==> config.mk <==
export PLATFORM = sky130hd
export DESIGN_NAME = maxflow_l1_rd_arb
export DESIGN_NICKNAME = d
export VERILOG_FILES = /design/src/rtl/maxflow_l1_rd_arb.sv
export SDC_FILE = /design/constraint.sdc
export NUM_CORES = 1
export LEC_CHECK = 0
export CORE_AREA = 2 2 146 148
export CTS_CLUSTER_SIZE = 24
export DETAILED_ROUTE_END_ITERATION = 16
export DIE_AREA = 0 0 148 150
export SETUP_SLACK_MARGIN = 0.2
export SLEW_MARGIN = 20
export SYNTH_ARGS = -nofsm -noshare
export SYNTH_HDL_FRONTEND = slang
export SYNTH_SLANG_ARGS = --single-unit
==> constraint.sdc <==
create_clock -name ap_clk -period 5.5 [get_ports ap_clk]
set_input_delay 1.65 -clock ap_clk [delete_from_list [all_inputs] [get_ports ap_clk]]
set_output_delay 1.65 -clock ap_clk [all_outputs]
set_load 0.02 [all_outputs]
==> src/rtl/maxflow_l1_rd_arb.sv <==
// Round-robin arbiter sharing one L1 AXI read channel among N_PORTS task cores.
// AR requests are serialised with the winner's index in ARID; R beats are steered back by RID.
module maxflow_l1_rd_arb #(
   parameter int N_PORTS = 4,
   parameter int ID_W    = 2
) (
   input  logic                   ap_clk,
   input  logic                   ap_rst_n,
   input  logic [N_PORTS-1:0]     s_arvalid,
   output logic [N_PORTS-1:0]     s_arready,
   input  logic [32*N_PORTS-1:0]  s_araddr,
   input  logic [8*N_PORTS-1:0]   s_arlen,
   input  logic [3*N_PORTS-1:0]   s_arsize,
   output logic [N_PORTS-1:0]     s_rvalid,
   input  logic [N_PORTS-1:0]     s_rready,
   output logic [63:0]            s_rdata,
   output logic                   s_rlast,
   output logic [1:0]             s_rresp,
   output logic                   m_axi_l1_V_ARVALID,
   input  logic                   m_axi_l1_V_ARREADY,
   output logic [31:0]            m_axi_l1_V_ARADDR,
   output logic [7:0]             m_axi_l1_V_ARLEN,
   output logic [2:0]             m_axi_l1_V_ARSIZE,
   output logic [ID_W-1:0]        m_axi_l1_V_ARID,
   input  logic                   m_axi_l1_V_RVALID,
   output logic                   m_axi_l1_V_RREADY,
   input  logic [63:0]            m_axi_l1_V_RDATA,
   input  logic                   m_axi_l1_V_RLAST,
   input  logic [ID_W-1:0]        m_axi_l1_V_RID,
   input  logic [1:0]             m_axi_l1_V_RRESP,
   output logic                   err_sticky,
   output logic [N_PORTS-1:0]     outstanding
);

   typedef enum logic {ARB_IDLE, ARB_ISSUE} arbState_t;

   arbState_t r_state, w_stateNext;

   logic [ID_W-1:0]    r_rrPtr;
   logic [ID_W-1:0]    r_arid;
   logic [31:0]        r_araddr;
   logic [7:0]         r_arlen;
   logic [2:0]         r_arsize;
   logic [N_PORTS-1:0] r_outstanding;
   logic               r_errSticky;

   logic [ID_W-1:0]    w_winner;
   logic               w_found;
   logic [31:0]        w_winAddr;
   logic [7:0]         w_winLen;
   logic [2:0]         w_winSize;
   logic [N_PORTS-1:0] w_outNext;
   logic [2**ID_W-1:0] w_eligExt;
   logic [2**ID_W-1:0] w_outExt;
   logic [2**ID_W-1:0] w_rreadyExt;
   logic               w_hit;
   logic               w_arHs;
   logic               w_rLastHs;

   // Vectors widened to the full RID space so unused IDs read as "not outstanding"
   always_comb begin
      w_eligExt   = '0;
      w_outExt    = '0;
      w_rreadyExt = '0;
      w_eligExt[N_PORTS-1:0]   = s_arvalid & ~r_outstanding;
      w_outExt[N_PORTS-1:0]    = r_outstanding;
      w_rreadyExt[N_PORTS-1:0] = s_rready;
   end

   always_comb begin
      logic [ID_W-1:0] idx;
      w_found  = 1'b0;
      w_winner = '0;
      idx      = '0;
      for (int k = 0; k < N_PORTS; k++) begin
         idx = ID_W'((int'(r_rrPtr) + k) % N_PORTS);
         if (!w_found && w_eligExt[idx]) begin
            w_found  = 1'b1;
            w_winner = idx;
         end
      end
   end

   always_comb begin
      w_winAddr = '0;
      w_winLen  = '0;
      w_winSize = '0;
      for (int i = 0; i < N_PORTS; i++) begin
         if (w_winner == ID_W'(i)) begin
            w_winAddr = s_araddr[32*i +: 32];
            w_winLen  = s_arlen[8*i +: 8];
            w_winSize = s_arsize[3*i +: 3];
         end
      end
   end

   always_comb begin
      w_stateNext = r_state;
      case (r_state)
         ARB_IDLE:  if (w_found) w_stateNext = ARB_ISSUE;
         ARB_ISSUE: if (m_axi_l1_V_ARREADY) w_stateNext = ARB_IDLE;
         default:   w_stateNext = ARB_IDLE;
      endcase
   end

   assign m_axi_l1_V_ARVALID = (r_state == ARB_ISSUE);
   assign m_axi_l1_V_ARADDR  = r_araddr;
   assign m_axi_l1_V_ARLEN   = r_arlen;
   assign m_axi_l1_V_ARSIZE  = r_arsize;
   assign m_axi_l1_V_ARID    = r_arid;
   assign w_arHs             = m_axi_l1_V_ARVALID & m_axi_l1_V_ARREADY;

   // Stray beats (unknown or idle RID) are always accepted so the L1 never stalls
   assign w_hit             = w_outExt[m_axi_l1_V_RID];
   assign m_axi_l1_V_RREADY = w_hit ? w_rreadyExt[m_axi_l1_V_RID] : 1'b1;
   assign w_rLastHs         = m_axi_l1_V_RVALID & m_axi_l1_V_RREADY & m_axi_l1_V_RLAST & w_hit;
   assign s_rdata           = m_axi_l1_V_RDATA;
   assign s_rlast           = m_axi_l1_V_RLAST;
   assign s_rresp           = m_axi_l1_V_RRESP;
   assign err_sticky        = r_errSticky;
   assign outstanding       = r_outstanding;

   always_comb begin
      s_arready = '0;
      s_rvalid  = '0;
      w_outNext = r_outstanding;
      for (int i = 0; i < N_PORTS; i++) begin
         s_arready[i] = w_arHs & (r_arid == ID_W'(i));
         s_rvalid[i]  = m_axi_l1_V_RVALID & w_hit & (m_axi_l1_V_RID == ID_W'(i));
         if (w_arHs && (r_arid == ID_W'(i)))
            w_outNext[i] = 1'b1;
         if (w_rLastHs && (m_axi_l1_V_RID == ID_W'(i)))
            w_outNext[i] = 1'b0;
      end
   end

   always_ff @(posedge ap_clk) begin
      if (!ap_rst_n)
         r_state <= ARB_IDLE;
      else
         r_state <= w_stateNext;
   end

   always_ff @(posedge ap_clk) begin
      if (!ap_rst_n) begin
         r_rrPtr       <= '0;
         r_arid        <= '0;
         r_araddr      <= '0;
         r_arlen       <= '0;
         r_arsize      <= '0;
         r_outstanding <= '0;
         r_errSticky   <= 1'b0;
      end else begin
         r_outstanding <= w_outNext;
         if (r_state == ARB_IDLE && w_found) begin
            r_arid   <= w_winner;
            r_araddr <= w_winAddr;
            r_arlen  <= w_winLen;
            r_arsize <= w_winSize;
         end
         if (w_arHs)
            r_rrPtr <= (r_arid == ID_W'(N_PORTS - 1)) ? '0 : r_arid + ID_W'(1);
         if (m_axi_l1_V_RVALID && !w_hit)
            r_errSticky <= 1'b1;
      end
   end

endmodule

==> metrics <==
synthesized flop and latch total 53; CTS Buf Count 5; TNS Setup 0 ns; final wirelength 17900 µm; R2R depth 6; DIE HEIGHT roughly 150 µm; Ys Warns 0; Initial Util a little over a fifth; fmax 193 MHz; most used cell, CP clkdlybuf4s50_1; Crit Reg-Reg Startpoint outstanding[2]$_SDFFE_PP0P_; antenna violations before repair 0; I/O pin cnt 380; Fin. Hold Viols 0; synth unique cells 62; crit-path cells clkdlybuf4s50_1 -> mux4_2 -> nand2b_1 -> clkdlybuf4s50_1; met2 Resource Use GR 26.8%; Top FF cell, synth dfxtp_1; DRC viols 0; number of flops mapped to enable cells by yosys 0; ANT cells 0; Synth top area share 23.8%; Hold Path End m_axi_l1_V_ARADDR[4]$_SDFFE_PN0P_; status complete, no violations; synthesized area ~0.0045 mm²; Synth area leaders dfxtp_1 24%, buf_4 12%, a211oi_2 9.3%; hold_sp m_axi_l1_V_ARADDR[4]$_SDFFE_PN0P_; clk sinks 53; Die X 148 µm; Post-DP HPWL around 13000 µm; H-tree depth 2; met1 usage a little under a fifth; root buffer cell clkbuf_16; Port Buffers 247; reg2reg end m_axi_l1_V_ARADDR[31]$_SDFFE_PN0P_; CORE AREA 0.0207 mm²; row cnt 53; layout cell share with drive strength beyond 1 14.6%; GR Overflow Total 0; commonest cells in the netlist 69 x buf_4, 53 x dfxtp_1, 41 x nand2_1; largest net degree at the start of global routing 37; largest area contributor in the netlist dfxtp_1; Iteration-0 DRC Markers 157; vias per cell ~4.7; grt met3 use 3.08%; critical path capture point type output pin; net count after synthesis 759; count leader, synth buf_4; worst hold path class reg2reg; RSZ-0062 raised after global routing false; DIE AREA 0.0222 mm²; Total Nets Final 913; minimum clock period roughly 5.2 ns; sequential cell area fraction in the yosys report 23.8%; TritonRoute pass-1 iters 6; crit-path max cell delay 0.61 ns; delay-heaviest family, CP buffers and inverters; CTS tree built; clock skew approximately 0.0093 ns; via count 4424; Crit Path Category in2out; Clock Latency Late Sink 0.31 ns; final setup fails 0; async set-reset flop share out of synthesis 0%; Post-CTS Resized 0; Cells after Synth 502; Worst setup SP type primary input; Buf+Inv Stages, Crit Path 2; slew margin rel. 46.0%; WHS Path Cells 2; GRT Max-Usage Layer met2; Area Growth Syn to Fin 50.3%; global-route wire length before repair 26600 µm; period utilization 94.2%; final count of pins violating max slew 0; WP data required 3.85 ns; post-route ant nets 0; Avg WL per Cell between 15 and 20 µm; Min Hold Slack 0.452 ns; hold bufs inserted after CTS 0; maxcap violations 0; Worst-path clk slew 0.08 ns; power density cells 218 mW/mm²; CP arrival 3.53 ns; r2r setup slk 2.77 ns; Clock Path Buffers 2; Slowest cell on crit path clkdlybuf4s50_1; Worst-Margin Slew between 0.8 and 0.9 ns; Final Wtd Congestion roughly 0.77; GRT Total Usage 15.6%; critical path peak fanout 6; # Post-CTS Setup Buffers 0; Max VDD drop 0.000116 V; Synth Area per Inst 8.87 µm²; vias in the first global route about 4500; Leakage Power 2.23 nW
-- registers in the layout, summed over array words and instances, names as in the netlist --
name	count
err_sticky	1
m_axi_l1_V_ARLEN	8
outstanding	4
r_rrPtr	2
m_axi_l1_V_ARADDR	32
m_axi_l1_V_ARSIZE	3
m_axi_l1_V_ARVALID	1
m_axi_l1_V_ARID	2
-- report_power, final --
group	switching (W)	internal [W]	leakage [nW]	total, W
combinational	0.000295	0.000314	1.71	0.000609
sequential	0.0000289	0.000429	0.438	0.000458
clock	0.000173	0.000217	0.0800	0.000390
total	0.000497	0.000960	2.23	0.00146
-- worst min-delay path: stages, from the launching register on --
cell and delay, ns:
dfxtp_1 0.33, nand2_1 0.05, o31ai_1 0.05
-- layout by cell type (no fill, tap or decap), types with 9 or more instances in the layout --
cell type / count
a211oi_2: 33
buf_4: 11
clkdlybuf4s50_1: 247
dfxtp_1: 53
inv_1: 9
mux2i_1: 9
nand2_1: 41
nand2b_1: 9
nor3_1: 37
o21ai_0: 39
o31a_1: 25
o31a_2: 11
o31ai_1: 28
-- how the worst max path moves through the flow --
stage / startpoint / to / slack, ns / cells after the start
after CTS: m_axi_l1_V_RID[0] / m_axi_l1_V_RREADY / 0.31 / 4
after global routing: m_axi_l1_V_RID[0] / m_axi_l1_V_RREADY / 0.25 / 4
after floorplan: m_axi_l1_V_RID[1] / m_axi_l1_V_RREADY / 1.42 / 3
after global placement: m_axi_l1_V_RID[0] / m_axi_l1_V_RREADY / 0.33 / 4
final: m_axi_l1_V_RID[0] / m_axi_l1_V_RREADY / 0.32 / 4
after detailed placement: m_axi_l1_V_RID[0] / m_axi_l1_V_RREADY / 0.31 / 4
-- cell families after synthesis --
| group | Yosys count | share of synthesized area, % |
|---|---|---|
| mux | 11 | 3.04 |
| compound gates | 186 | 36.0 |
| fa+ha+maj | 4 | 1.12 |
| simple gates | 127 | 15.6 |
| flops | 53 | 23.8 |
| buf+inv | 121 | 20.4 |
-- through the flow --
| stage | power, W | setup slack (ns) | instances | area, µm² | utilization [%] |
|---|---|---|---|---|---|
| 2_1_floorplan | 0.000863 | 1.42 | 502 | 4450 | - |
| 3_3_place_gp | 0.00108 | 0.328 | 924 | 6510 | 31.5 |
| 3_5_place_dp | 0.00108 | 0.306 | 924 | 6510 | 31.5 |
| 4_1_cts | 0.00148 | 0.313 | 932 | 6680 | 32.3 |
| 5_1_grt | 0.00154 | 0.251 | 932 | 6690 | 32.3 |
| 6_report | 0.00146 | 0.320 | 932 | 6690 | 32.3 |
-- layout make-up --
type / instances / area [µm²]
Sequential cell: 53 / 1060
Clock inverter: 3 / 46.3
Fill cell: 2208 / 14000
Timing Repair Buffer: 259 / 2570
Inverter: 9 / 33.8
Multi-Input combinational cell: 328 / 2500
Tap cell: 275 / 344
Clock buffer: 5 / 125
-- per-layer routing --
metal	vias up	share of wire, %	wire (µm)
li1	2126	-	-
met1	2070	42	7560
met2	194	48	8660
met3	34	6.4	1150
met4	0	3.0	533
met5	-	0	0
Power figures use the tool's default switching activity.
